[src/rtl/pps_timestamp_pkg.sv]
// Shared register map, bit positions and widths for the PPS timestamp peripheral.
package pps_timestamp_pkg;

  localparam int TS_W = 32;

  localparam logic [7:0] REG_STATUS  = 8'h00;
  localparam logic [7:0] REG_DATA    = 8'h04;
  localparam logic [7:0] REG_CTRL    = 8'h08;
  localparam logic [7:0] REG_COUNTER = 8'h0C;

  localparam int STATUS_OVF_BIT   = 8;
  localparam int STATUS_IRQEN_BIT = 9;
  localparam int CTRL_IRQEN_BIT   = 0;
  localparam int CTRL_OVFCLR_BIT  = 1;

  function automatic logic [31:0] statusWord(input logic [7:0] fillCount,
                                             input logic overflow,
                                             input logic irqEnable);
    logic [31:0] w;
    w = '0;
    w[7:0] = fillCount;
    w[STATUS_OVF_BIT] = overflow;
    w[STATUS_IRQEN_BIT] = irqEnable;
    return w;
  endfunction

endpackage

[src/rtl/pps_ts_fifo.sv]
// Small synchronous capture FIFO; a pop on empty is ignored and a push while full
// only lands when a pop frees the slot in the same cycle.
module pps_ts_fifo
  import pps_timestamp_pkg::*;
#(
  parameter int DEPTH = 4
) (
  input  logic                     clk,
  input  logic                     reset,
  input  logic                     push_i,
  input  logic [TS_W-1:0]          pushData_i,
  input  logic                     pop_i,
  output logic                     full_o,
  output logic                     empty_o,
  output logic [$clog2(DEPTH):0]   count_o,
  output logic [TS_W-1:0]          head_o
);

  localparam int AW = $clog2(DEPTH);
  localparam int CW = AW + 1;
  localparam logic [CW-1:0] FULL_CNT = CW'(DEPTH);

  logic [TS_W-1:0] mem_q [DEPTH];
  logic [AW-1:0]   wrPtr_q, rdPtr_q;
  logic [CW-1:0]   count_q, count_d;
  logic            doPush, doPop;

  always_comb begin
    doPop   = pop_i && (count_q != '0);
    doPush  = push_i && ((count_q != FULL_CNT) || doPop);
    count_d = count_q;
    if (doPush && !doPop) count_d = count_q + CW'(1);
    if (doPop && !doPush) count_d = count_q - CW'(1);
  end

  always_ff @(posedge clk or posedge reset) begin
    if (reset) begin
      wrPtr_q <= '0;
      rdPtr_q <= '0;
      count_q <= '0;
      for (int i = 0; i < DEPTH; i++) mem_q[i] <= '0;
    end else begin
      if (doPush) begin
        mem_q[wrPtr_q] <= pushData_i;
        wrPtr_q <= wrPtr_q + AW'(1);
      end
      if (doPop) rdPtr_q <= rdPtr_q + AW'(1);
      count_q <= count_d;
    end
  end

  assign full_o  = (count_q == FULL_CNT);
  assign empty_o = (count_q == '0);
  assign count_o = count_q;
  assign head_o  = mem_q[rdPtr_q];

endmodule

[src/rtl/pps_timestamp.sv]
// Memory-mapped PPS timestamp capture: free-running cycle counter sampled on each
// synchronized PPS rising edge, queued in a FIFO and drained by firmware over iomem.
module pps_timestamp
  import pps_timestamp_pkg::*;
#(
  parameter logic [31:0] BASE_ADDR  = 32'h0300_0000,
  parameter int          FIFO_DEPTH = 4
) (
  input  logic        clk,
  input  logic        reset,
  input  logic        iomem_valid,
  output logic        iomem_ready,
  input  logic [3:0]  iomem_wstrb,
  input  logic [31:0] iomem_addr,
  input  logic [31:0] iomem_wdata,
  output logic [31:0] iomem_rdata,
  input  logic        pps_in,
  output logic        irq
);

  localparam int CW = $clog2(FIFO_DEPTH) + 1;

  logic [TS_W-1:0] counter_q, counter_d;
  logic            ppsMeta_q, ppsSync_q, ppsPrev_q;
  logic [1:0]      prime_q, prime_d;
  logic            ready_q, ready_d;
  logic [31:0]     rdata_q, rdata_d;
  logic            irqEn_q, irqEn_d;
  logic            ovf_q, ovf_d;
  logic            irq_q, irq_d;

  logic            sel, ack, rdAck, wrAck, ppsEdge;
  logic [7:0]      regOff;
  logic            fifoPop, fifoFull, fifoEmpty;
  logic [CW-1:0]   fifoCount;
  logic [TS_W-1:0] fifoHead;
  logic            unused_wdata;

  assign unused_wdata = ^iomem_wdata[31:2];

  pps_ts_fifo #(.DEPTH(FIFO_DEPTH)) u_fifo (
    .clk        (clk),
    .reset      (reset),
    .push_i     (ppsEdge),
    .pushData_i (counter_q),
    .pop_i      (fifoPop),
    .full_o     (fifoFull),
    .empty_o    (fifoEmpty),
    .count_o    (fifoCount),
    .head_o     (fifoHead)
  );

  // The prime counter blanks edge detection until the prev flop holds a real pin
  // sample, so a pin already high at reset release is not seen as a rising edge.
  always_comb begin
    sel     = iomem_valid && (iomem_addr[31:8] == BASE_ADDR[31:8]);
    ack     = sel && !ready_q;
    rdAck   = ack && (iomem_wstrb == 4'b0000);
    wrAck   = ack && (iomem_wstrb != 4'b0000);
    regOff  = iomem_addr[7:0];
    ppsEdge = ppsSync_q && !ppsPrev_q && (prime_q == 2'd3);
    fifoPop = rdAck && (regOff == REG_DATA);

    counter_d = counter_q + TS_W'(1);
    prime_d   = (prime_q == 2'd3) ? prime_q : prime_q + 2'd1;
    ready_d   = ack;
    irqEn_d   = irqEn_q;
    ovf_d     = ovf_q;
    rdata_d   = '0;

    if (wrAck && (regOff == REG_CTRL)) begin
      if (iomem_wstrb[0]) irqEn_d = iomem_wdata[CTRL_IRQEN_BIT];
      if (iomem_wdata[CTRL_OVFCLR_BIT]) ovf_d = 1'b0;
    end
    if (ppsEdge && fifoFull && !fifoPop) ovf_d = 1'b1;

    if (rdAck) begin
      case (regOff)
        REG_STATUS:  rdata_d = statusWord({{(8-CW){1'b0}}, fifoCount}, ovf_q, irqEn_q);
        REG_DATA:    rdata_d = fifoEmpty ? '0 : fifoHead;
        REG_CTRL:    rdata_d = {30'b0, 1'b0, irqEn_q};
        REG_COUNTER: rdata_d = counter_d;
        default:     rdata_d = '0;
      endcase
    end

    irq_d = irqEn_q && (fifoCount != '0);
  end

  always_ff @(posedge clk or posedge reset) begin
    if (reset) begin
      counter_q <= '0;
      ppsMeta_q <= 1'b0;
      ppsSync_q <= 1'b0;
      ppsPrev_q <= 1'b0;
      prime_q   <= '0;
      ready_q   <= 1'b0;
      rdata_q   <= '0;
      irqEn_q   <= 1'b0;
      ovf_q     <= 1'b0;
      irq_q     <= 1'b0;
    end else begin
      counter_q <= counter_d;
      ppsMeta_q <= pps_in;
      ppsSync_q <= ppsMeta_q;
      ppsPrev_q <= ppsSync_q;
      prime_q   <= prime_d;
      ready_q   <= ready_d;
      rdata_q   <= rdata_d;
      irqEn_q   <= irqEn_d;
      ovf_q     <= ovf_d;
      irq_q     <= irq_d;
    end
  end

  assign iomem_ready = ready_q;
  assign iomem_rdata = rdata_q;
  assign irq         = irq_q;

endmodule

[config.mk]
export PLATFORM = sky130hd
export DESIGN_NAME = pps_timestamp
export DESIGN_NICKNAME = d
export VERILOG_FILES = /design/src/rtl/pps_timestamp_pkg.sv /design/src/rtl/pps_ts_fifo.sv /design/src/rtl/pps_timestamp.sv
export SDC_FILE = /design/constraint.sdc
export NUM_CORES = 1
export LEC_CHECK = 0
export BUFFER_PORTS_ARGS = -buffer_cell sky130_fd_sc_hd__buf_4
export CAP_MARGIN = 20
export CORE_ASPECT_RATIO = 0.5
export CORE_MARGIN = 3
export CORE_UTILIZATION = 55
export DETAILED_ROUTE_END_ITERATION = 12
export PLACE_DENSITY_LB_ADDON = 0.25
export SETUP_SLACK_MARGIN = 0.02
export SLEW_MARGIN = 20
export SYNTH_ARGS = -nofsm -noshare
export SYNTH_HDL_FRONTEND = slang
export SYNTH_SLANG_ARGS = --single-unit
export TNS_END_PERCENT = 50
[constraint.sdc]
create_clock -name clk -period 17.1 [get_ports clk]
set_input_delay 1.71 -clock clk [delete_from_list [all_inputs] [get_ports clk]]
set_output_delay 1.71 -clock clk [all_outputs]
set_load 0.005 [all_outputs]
==> results.ini, run 1 <==
[status]
outcome = finished, final reports clean

[synthesis]
synth_cell_types = 43
netlist_area_um2 = 9320
ys_async_sr_fraction = 1.00
ys_ff_latch = 208
ys.flop_type = dfrtp_1
yosys_warnings = 0
synth-edff-count = 0
syn_area_per_cell_um2 = 13.7
syn_nets = 763
ys_seq_area_frac = 0.558
syn_inst = 683

[final_layout]
final_cell_area_um2 = 10600
area_growth_syn_to_layout_pct = 14.1
antenna_cells = 0
drive_above_1_share = 0.398
fin_nets = 821
instances_no_fill = 972
final_util = 0.666

[worst_setup_path]
reg2reg_depth = 9
cp-start-kind = input port
critPathMaxStageDelay_ns = 0.64
critPathCaptureType = flip-flop
crit_type = in -> reg
path_max_fanout = 8
cp_common_cell = nor2_1
critPathRequiredTime_ns = 17.51
cp.arrival_ns = 4.63
cp_slowest_cell = nor4b_4
cp_cell_sequence = buf_4 -> nor4_1 -> nand2_1 -> nor4b_4 -> nor2_1 -> ha_1 -> fa_1 -> xnor2_1 -> nor2_1 -> xor2_1

[routing]
viasPerCell = 5.95
ant_nets = 0
drt_iter0_drc = 453
top_layer = met4
wl_met2_um = 9450
wirelength_um = 19900
num_vias = 5782
detail_route.first_pass.iterations = 5
drc = 0
met1_length_um = 9160
dr_wl_met3_um = 1050
wl_per_cell_um = 20.5

[clocking]
post_cts_resized = 0
clockRootBuffer = clkbuf_16
clock-sinks = 208
cts_max_path_buffers = 3
cts_hold_buffers = 0
cts_setup_buffers = 0
path_clk_slew_ns = 0.06
cts_tree = built
worstSkewPairLatency_ns = 0.48
cts-buffers-inserted = 19
htree_levels = 1

[timing]
holdWs_ns = 0.358
tns_ns = 0
finalMaxSlewViolations = 0
final-hold-violation-count = 0
worst_slew_pin_slew_ns = 0.928
worst_slew_margin_rel = 0.381
rsz0062_at_grt = no
max_freq_mhz = 237
clock-skew-final_ns = 0.00944
setup_viol = 0
period_minus_slack_ns = 4.22
worst_slack_ns = 12.88
fin_crit_sh = 0.247

[die]
num_rows = 32
die_height_um = 98.1
start_util = 0.584
coreArea_um2 = 16000
die-area_um2 = 18600
io-pin-count = 106
die_x_um = 190

[place]
place_area_um2 = 10000
dp_hpwl_um = 11700
port_buffers = 75
dp_cells = 941
dp_slack_ns = 12.40
place_congestion = 0.781

[flow_run]
drv_cap = 0

[power_and_ir_drop]
leakagePower_nw = 4.90
p_sw_frac = 0.239
totalPowerFinal_mw = 1.11
power_density_nw_per_um2 = 104
vdd_drop_max_uv = 83.4
p_int_mw = 0.843
p_sw_mw = 0.264
share_comb_of_total_power = 0.114
pwr-share-seq = 0.497
pwr-share-clk = 0.390

[global_routing]
overflow = 0
grt_max_degree = 127
grtUsageTotal = 0.219
antenna_found_initial = 0
grt_pass1_vias = 6072
grt_pass1_wl_um = 32500

[worst_hold_path]
hold_depth = 0
hp-class = reg -> reg

-- state kept, by name (all words and copies together) (netlist names), 2 cells and up --
register        flops
iomem_rdata        32
prime_q             2
u_fifo.mem_q      128
u_fifo.wrPtr_q      2
counter_q          32
u_fifo.count_o      3
u_fifo.rdPtr_q      2
-- synthesized netlist by cell type, drive strengths merged, types with 3 or more instances --
cell type,n,area (um^2)
nand2,32,120
nor3,7,35.0
or2,14,87.6
dfrtp,208,5200
o31a,8,70.1
o21ai,16,80.1
and2,4,25.0
o21a,3,22.5
xor2,6,52.6
inv,9,33.8
and3,4,25.0
nand3,13,65.1
nand4,13,81.3
clkbuf,16,60.1
mux2,132,1490
ha,7,87.6
xnor2,19,166
a31oi,5,31.3
and4,7,61.3
nor2,28,105
or3,5,31.3
mux4,32,721
a22oi,14,105
nor4,16,100
buf,32,221
a21oi,17,85.1
-- metal layers --
metal,vias up,GRT usage
li1,2623,-
met1,2992,0.321
met2,148,0.354
met4,0,0.0389
met3,19,0.0380
met5,-,0
-- worst paths after layout --
check	to	slack (ns)	from
hold reg to reg	ppsSync_q$_DFF_PP0_	0.36	ppsMeta_q$_DFF_PP0_
setup reg to reg	u_fifo.count_o[2]$_DFFE_PP0P_	14.09	iomem_ready$_DFF_PP0_
max in group asynchronous	u_fifo.mem_q[75]$_DFFE_PP0P_	14.48	reset
min in group asynchronous	iomem_rdata[30]$_DFF_PP0_	1.41	reset
setup / recovery	u_fifo.count_o[2]$_DFFE_PP0P_	12.88	iomem_addr[1]
hold / removal	ppsSync_q$_DFF_PP0_	0.36	ppsMeta_q$_DFF_PP0_
-- cells in the final DEF, fill, tap and decap left out, types with 2 or more instances in the layout --
master | Yosys | layout
nand4_1 | 13 | 13
or3_1 | 5 | 5
inv_1 | 9 | 8
nand2_1 | 32 | 32
ha_1 | 7 | 7
xor2_1 | 6 | 6
o21a_1 | 3 | 3
xnor2_1 | 19 | 19
nor2_1 | 28 | 28
or2_2 | 13 | 13
o31ai_1 | 2 | 2
and3_1 | 4 | 4
buf_4 | 0 | 84
and4_1 | 7 | 7
dfrtp_1 | 208 | 207
nor3_1 | 7 | 6
a21oi_1 | 17 | 17
nand3_1 | 13 | 13
o31a_1 | 8 | 8
and2_1 | 4 | 4
a22oi_1 | 14 | 14
o21ai_0 | 12 | 12
clkbuf_8 | 0 | 4
mux4_2 | 32 | 32
nand3b_1 | 2 | 2
clkbuf_1 | 16 | 2
nor4_1 | 16 | 16
clkbuf_16 | 0 | 19
o21ai_4 | 0 | 4
a31oi_1 | 5 | 5
mux2_2 | 132 | 132
bufinv_16 | 0 | 2
or4_1 | 2 | 2
clkinv_2 | 0 | 3
-- kinds of logic after synthesis --
family / count (synthesis) / synth area share
adder cells (fa/ha/maj): 8 / 0.0115
AO/OA/AOI/OAI: 68 / 0.0467
multiplexers: 165 / 0.238
flip-flops: 208 / 0.558
AND/OR/NAND/NOR: 152 / 0.0884
XOR/XNOR: 25 / 0.0235
buffers and inverters: 57 / 0.0338
-- critical path: cells and delay by family --
kind,cells,cell delay (ns)
buffers and inverters,1,0.11
XOR/XNOR,2,0.28
adder cells (fa/ha/maj),2,0.69
AND/OR/NAND/NOR,5,1.83
-- power by group through the flow --
stage | Combinational [mW] | Sequential, mW | Clock [mW]
3_3_place_gp | 0.122 | 0.555 | 0
2_1_floorplan | 0.0952 | 0.551 | 0
6_report | 0.126 | 0.550 | 0.432
4_1_cts | 0.128 | 0.549 | 0.440
3_5_place_dp | 0.127 | 0.558 | 0
5_1_grt | 0.136 | 0.555 | 0.461
-- layout make-up --
type,count,area (um^2)
clock buffer,25,538
clock inverter,6,82.6
fill,1129,5340
inverter,9,41.3
multi-input combinational,418,3850
sequential,208,5210
tap,221,277
timing repair buffer,85,642
Note: power is estimated with default switching activity, not from simulation.
==> inputs of run 2 (changes only) <==
==> constraint.sdc (replaced) <==
create_clock -name clk -period 3.95 [get_ports clk]
set_input_delay 0.395 -clock clk [delete_from_list [all_inputs] [get_ports clk]]
set_output_delay 0.395 -clock clk [all_outputs]
set_load 0.005 [all_outputs]
==> run 2 against run 1 <==
Against the previous run: final cell count grew 0.10%; die area unchanged; cell area barely moved; hold slack worse by 0.33 ns; global-route usage decreased by 0.42 points; critical path type is now reg -> reg; via count shrank 0.45%; sequential cell count is the same; routed wire length fell by 1.7%; setup slack worse by 12 ns; clock power grew to 4.0 times the previous value; critical endpoint unchanged; largest power group unchanged; register-to-register slack lost 13 ns.
==> results.ini, run 2 (synthesis results as in run 1) <==
[global_routing]
grt_max_degree = 128  ; was 127
grtUsageTotal = 0.215  ; was 0.219
overflow = 0  ; unchanged
antenna_found_initial = 0  ; unchanged
grt_pass1_vias = 6040  ; was 6072
grt_pass1_wl_um = 32000  ; was 32500 um

[routing]
drt_iter0_drc = 367  ; was 453
wirelength_um = 19600  ; was 19900 um
num_vias = 5756  ; was 5782
drc = 0  ; unchanged
wl_per_cell_um = 20.1  ; was 20.5 um
ant_nets = 0  ; unchanged
viasPerCell = 5.92  ; was 5.95
detail_route.first_pass.iterations = 4  ; was 5

[die]
die_x_um = 190  ; unchanged
coreArea_um2 = 16000  ; unchanged
num_rows = 32  ; unchanged
die-area_um2 = 18600  ; unchanged
die_height_um = 98.1  ; unchanged
start_util = 0.584  ; unchanged
io-pin-count = 106  ; unchanged

[clocking]
cts_tree = built  ; unchanged
clock-sinks = 208  ; unchanged
path_clk_slew_ns = 0.06  ; about the same
cts-buffers-inserted = 19  ; unchanged
cts_max_path_buffers = 3  ; unchanged
htree_levels = 1  ; unchanged
cts_setup_buffers = 0  ; unchanged
cts_hold_buffers = 0  ; unchanged
worstSkewPairLatency_ns = 0.47  ; was 0.48 ns
clockRootBuffer = clkbuf_16  ; unchanged
post_cts_resized = 0  ; unchanged

[worst_setup_path]
path_max_fanout = 5  ; was 8
critPathRequiredTime_ns = 4.31  ; was 17.51 ns
cp-start-kind = flip-flop  ; was input port
crit_type = reg -> reg  ; was in -> reg
critPathCaptureType = flip-flop  ; unchanged
cp.arrival_ns = 3.04  ; was 4.63 ns

[timing]
max_freq_mhz = 373
worst_slack_ns = 1.27  ; was 12.88 ns
rsz0062_at_grt = no  ; unchanged
clock-skew-final_ns = 0.0111  ; was 0.00944 ns
final-hold-violation-count = 0  ; unchanged
setup_viol = 0  ; unchanged
finalMaxSlewViolations = 0  ; unchanged
period_minus_slack_ns = 2.68
tns_ns = 0  ; unchanged
worst_slew_margin_rel = 0.399  ; was 0.381
fin_crit_sh = 0.679
worst_slew_pin_slew_ns = 0.902  ; was 0.928 ns

[power_and_ir_drop]
leakagePower_nw = 4.90  ; about the same
vdd_drop_max_uv = 351  ; was 83.4 uV
totalPowerFinal_mw = 4.64  ; was 1.11 mW
power_density_nw_per_um2 = 437  ; was 104 nW/um^2

[flow_run]
drv_cap = 0  ; unchanged

[final_layout]
final_common_cell = dfrtp_1  ; unchanged
top_register = u_fifo.mem_q  ; unchanged
largest_reg_flops = 128  ; unchanged
drive_above_1_share = 0.398  ; about the same
antenna_cells = 0  ; unchanged
fin_nets = 825  ; was 821
area_growth_syn_to_layout_pct = 14.1  ; about the same
final_cell_mix = 207 x dfrtp_1, 132 x mux2_2, 87 x buf_4  ; was 207 x dfrtp_1, 132 x mux2_2, 84 x buf_4
final_cell_area_um2 = 10600  ; about the same

[worst_hold_path]
hp-class = in -> reg  ; was reg -> reg

[status]
outcome = finished, final reports clean  ; unchanged

[place]
place_congestion = 0.778  ; was 0.781
dp_slack_ns = 0.814  ; was 12.40 ns
port_buffers = 75  ; unchanged
dp_hpwl_um = 11800  ; was 11700 um
place_area_um2 = 10100  ; was 10000 um^2

[run 2: changes by cell type in the layout (fill, tap and decap cells not counted), sizes merged]
cell	delta
buf	+4
inv	-1
clkinv	-2
clkbuf	+1
bufinv	-1
[run 2: path summary, 6_finish.rpt]
| path | from | endpoint | slack, ns | cells past startpoint |
|---|---|---|---|---|
| max | iomem_ready$_DFF_PP0_ | u_fifo.count_o[2]$_DFFE_PP0P_ | 1.27 | 10 |
| min | pps_in | ppsMeta_q$_DFF_PP0_ | 0.03 | 1 |
| max reg2reg | iomem_ready$_DFF_PP0_ | u_fifo.count_o[2]$_DFFE_PP0P_ | 1.27 | 10 |
| min reg2reg | ppsMeta_q$_DFF_PP0_ | ppsSync_q$_DFF_PP0_ | 0.35 | 0 |
| max in group asynchronous | reset | u_fifo.rdPtr_q[1]$_DFFE_PP0P_ | 3.27 | 3 |
| min in group asynchronous | reset | u_fifo.mem_q[121]$_DFFE_PP0P_ | 0.07 | 3 |
[run 2: stage by stage]
| stage | instances | utilization | hold slack [ns] |
|---|---|---|---|
| 3_3_place_gp | 945 | 0.630 | 0.332 |
| 2_1_floorplan | 683 | - | 0.331 |
| 4_1_cts | 973 | 0.666 | 0.0130 |
| 3_5_place_dp | 945 | 0.630 | 0.335 |
| 5_1_grt | 973 | 0.666 | 0.0130 |
| 6_report | 973 | 0.666 | 0.0277 |
[run 2: metal layers]
metal	part of all wire	vias up	track usage
met5	0	-	0
met4	0.014	0	0.0400
met3	0.052	23	0.0305
met2	0.47	134	0.336
met1	0.47	2989	0.328
li1	-	2610	-
[run 2: layout make-up]
class                           instances  area (um^2)
Fill cell                            1123         5340
Timing Repair Buffer                   89          693
Clock inverter                          2         35.0
Inverter                                9         37.5
Tap cell                              221          277
Clock buffer                           26          532
Multi-Input combinational cell        418         3860
Sequential cell                       208         5210
[run 2: critical path: stages (launching register included)]
cell	delay [ns]
dfrtp_1	0.38
nor4_1	0.29
nand4_1	0.28
nor4b_4	0.32
buf_4	0.22
nor2_1	0.10
ha_1	0.23
fa_1	0.39
xnor2_1	0.16
nor2_1	0.07
xor2_1	0.13
[run 2: where the power goes]
| part | internal (mW) | switching, mW | total (mW) |
|---|---|---|---|
| registers | 2.28 | 0.0960 | 2.38 |
| clock network | 0.996 | 0.725 | 1.72 |
| logic | 0.291 | 0.257 | 0.548 |
==> inputs of run 3 (changes only) <==
==> constraint.sdc (replaced) <==
create_clock -name clk -period 2.5 [get_ports clk]
set_input_delay 0.25 -clock clk [delete_from_list [all_inputs] [get_ports clk]]
set_output_delay 0.25 -clock clk [all_outputs]
set_load 0.005 [all_outputs]
==> run 3 against run 2 <==
Against the previous run: clock skew grew 0.0030 ns; critical path depth unchanged; highest routed layer unchanged; via count increased by 4.0%; sequential cell count unchanged; critical path type unchanged.
==> results.ini, run 3 (synthesis results as in run 1) <==
[status]
outcome = finished, final reports clean  ; unchanged

[timing]
worst_slack_ns = 0.170  ; was 1.27 ns
worst_slew_pin_slew_ns = 0.625  ; was 0.902 ns
holdWs_ns = 0.103  ; was 0.0277 ns
worst_slew_margin_rel = 0.583  ; was 0.399
max_freq_mhz = 429  ; was 373 MHz
final-hold-violation-count = 0  ; unchanged
finalMaxSlewViolations = 0  ; unchanged
setup_viol = 0  ; unchanged
clock-skew-final_ns = 0.0141  ; was 0.0111 ns
fin_crit_sh = 0.932  ; was 0.679
period_minus_slack_ns = 2.33  ; was 2.68 ns

[routing]
num_vias = 5985  ; was 5756
ant_nets = 0  ; unchanged
wl_per_cell_um = 20.1  ; about the same
detail_route.first_pass.iterations = 5  ; was 4
drc = 0  ; unchanged
viasPerCell = 5.95  ; was 5.92
drt_iter0_drc = 444  ; was 367
wirelength_um = 20200  ; was 19600 um

[place]
port_buffers = 75  ; unchanged
place_congestion = 0.779  ; was 0.778
dp_slack_ns = -0.0603  ; was 0.814 ns
dp_hpwl_um = 12600  ; was 11800 um

[worst_hold_path]
hold_start = iomem_wdata[1]  ; was pps_in
hp-class = in -> reg  ; unchanged
min_to = ovf_q$_DFFE_PP0P_  ; was ppsMeta_q$_DFF_PP0_
hold_depth = 4  ; was 1

[worst_setup_path]
cp-start-kind = flip-flop  ; unchanged
reg2reg_depth = 10  ; unchanged
r2r_end = u_fifo.count_o[2]$_DFFE_PP0P_  ; unchanged
critPathMaxStageDelay_ns = 0.40  ; was 0.39 ns
cp_slowest_cell = dfrtp_1  ; was fa_1
crit-reg2reg-launch = prime_q[0]$_DFFE_PP0P_  ; was iomem_ready$_DFF_PP0_
critPathCaptureType = flip-flop  ; unchanged
cp.arrival_ns = 2.74  ; was 3.04 ns
cp_cell_sequence = ha_4 -> nand3b_1 -> nor2_1 -> nor4b_4 -> nor2_2 -> ha_2 -> fa_1 -> xnor2_1 -> nor2_1 -> xor2_1  ; was nor4_1 -> nand4_1 -> nor4b_4 -> buf_4 -> nor2_1 -> ha_1 -> fa_1 -> xnor2_1 -> nor2_1 -> xor2_1
critPathRequiredTime_ns = 2.91  ; was 4.31 ns
path_max_fanout = 3  ; was 5
cp_common_cell = nor2_1  ; unchanged
crit_type = reg -> reg  ; unchanged
reg2reg_slack_ns = 0.17  ; was 1.27 ns

[die]
die_x_um = 190  ; unchanged
num_rows = 32  ; unchanged
die-area_um2 = 18600  ; unchanged
coreArea_um2 = 16000  ; unchanged
die_height_um = 98.1  ; unchanged
io-pin-count = 106  ; unchanged
start_util = 0.584  ; unchanged

[final_layout]
largest_reg_flops = 128  ; unchanged
top_register = u_fifo.mem_q  ; unchanged
multi_input_area_um2 = 3890  ; was 3860 um^2
final_common_cell = dfrtp_1  ; unchanged
final.fill_count = 1141  ; was 1123
fin_nets = 856  ; was 825
register_area_um2 = 5210  ; unchanged
final_cell_mix = 207 x dfrtp_1, 132 x mux2_2, 111 x buf_4  ; was 207 x dfrtp_1, 132 x mux2_2, 87 x buf_4
area_growth_syn_to_layout_pct = 17.9  ; was 14.1%
antenna_cells = 0  ; unchanged
drive_above_1_share = 0.425  ; was 0.398

[clocking]
cts_tree = built  ; unchanged
cts-buffers-inserted = 19  ; unchanged
clock-sinks = 208  ; unchanged
worstSkewPairLatency_ns = 0.49  ; was 0.47 ns
cts_max_path_buffers = 3  ; unchanged
htree_levels = 1  ; unchanged
path_clk_slew_ns = 0.07  ; was 0.06 ns
clockRootBuffer = clkbuf_16  ; unchanged

[global_routing]
overflow = 0  ; unchanged
grt_pass1_wl_um = 33200  ; was 32000 um
grt_pass1_vias = 6320  ; was 6040
antenna_found_initial = 0  ; unchanged
grt_util_met3 = 0.0337  ; was 0.0305
grtUsageTotal = 0.223  ; was 0.215
grt_max_degree = 117  ; was 128
use_met1 = 0.335  ; was 0.328
use_met2 = 0.348  ; was 0.336
grt.busiest_layer = met2  ; unchanged

[power_and_ir_drop]
vdd_drop_max_uv = 493  ; was 351 uV
power_density_nw_per_um2 = 682  ; was 437 nW/um^2
leakagePower_nw = 5.10  ; was 4.90 nW

[flow_run]
drv_cap = 0  ; unchanged

==> run 3: cell types whose count changed in the layout (fill, tap and decap cells not counted), moves of 2 or more <==
cell           delta
buf_4            +24
clkbuf_8          +5
buf_12            +4
dlygate4sd3_1     +3
clkbuf_1          -2
ha_1              -2
==> run 3: power breakdown <==
part / internal (mW) / switching, mW
clock network: 1.62 / 1.21
registers: 3.60 / 0.151
logic: 0.492 / 0.411
total: 5.72 / 1.77
==> run 3: per-layer routing <==
layer | wire (um) | vias to the layer above | part of all wire
met1 | 8910 | 3113 | 0.44
met4 | 333 | 0 | 0.016
li1 | - | 2679 | -
met5 | 0 | - | 0
met2 | 9660 | 166 | 0.48
met3 | 1280 | 27 | 0.063
==> run 3: layout make-up <==
type                       count  area share
clock buffer                  29      0.0540
inverter                       9     0.00341
tap                          221      0.0252
multi-input combinational    418       0.354
sequential                   208       0.474
clock inverter                 1    0.000797
timing repair buffer         120      0.0895
==> run 3: worst max-delay path, delay by kind of cell (launching register included) <==
| kind | cells | cell delay (ns) |
|---|---|---|
| simple gates | 5 | 0.84 |
| fa+ha+maj | 3 | 0.73 |
| flops | 1 | 0.40 |
| xor+xnor | 2 | 0.28 |
==> run 3: repair_timing <==
action / CTS / global route
setup endpoints to repair: 0 / 2
hold endpoints to repair: 9 / 0
resized for setup: 0 / 6
hold buffers: 3 / 0
buffers inserted: 0 / 2
==> run 3: worst max path at each step <==
stage                           startpoint                            end  slack, ns  cells after the start
floorplan                            reset         counter_q[0]$_DFF_PP0_      -0.45                      1
global placement            iomem_addr[26]  u_fifo.count_o[2]$_DFFE_PP0P_       0.02                     10
detailed placement          iomem_addr[26]  u_fifo.count_o[2]$_DFFE_PP0P_      -0.06                     10
CTS                  iomem_ready$_DFF_PP0_  u_fifo.count_o[2]$_DFFE_PP0P_        0.1                      9
global route        prime_q[0]$_DFFE_PP0P_  u_fifo.count_o[2]$_DFFE_PP0P_     -0.006                     10
finish              prime_q[0]$_DFFE_PP0P_  u_fifo.count_o[2]$_DFFE_PP0P_       0.17                     10
==> run 3: through the flow <==
step	setup TNS (ns)	total power, mW	util	instances	instance area [um^2]
after floorplan	-93.65	4.42	-	683	9330
after global placement	0	4.67	0.646	971	10300
after detailed placement	-0.0700	4.72	0.646	971	10300
after CTS	0	7.57	0.685	1004	10900
after global routing	-0.00616	7.80	0.688	1006	11000
final	0	7.49	0.688	1006	11000
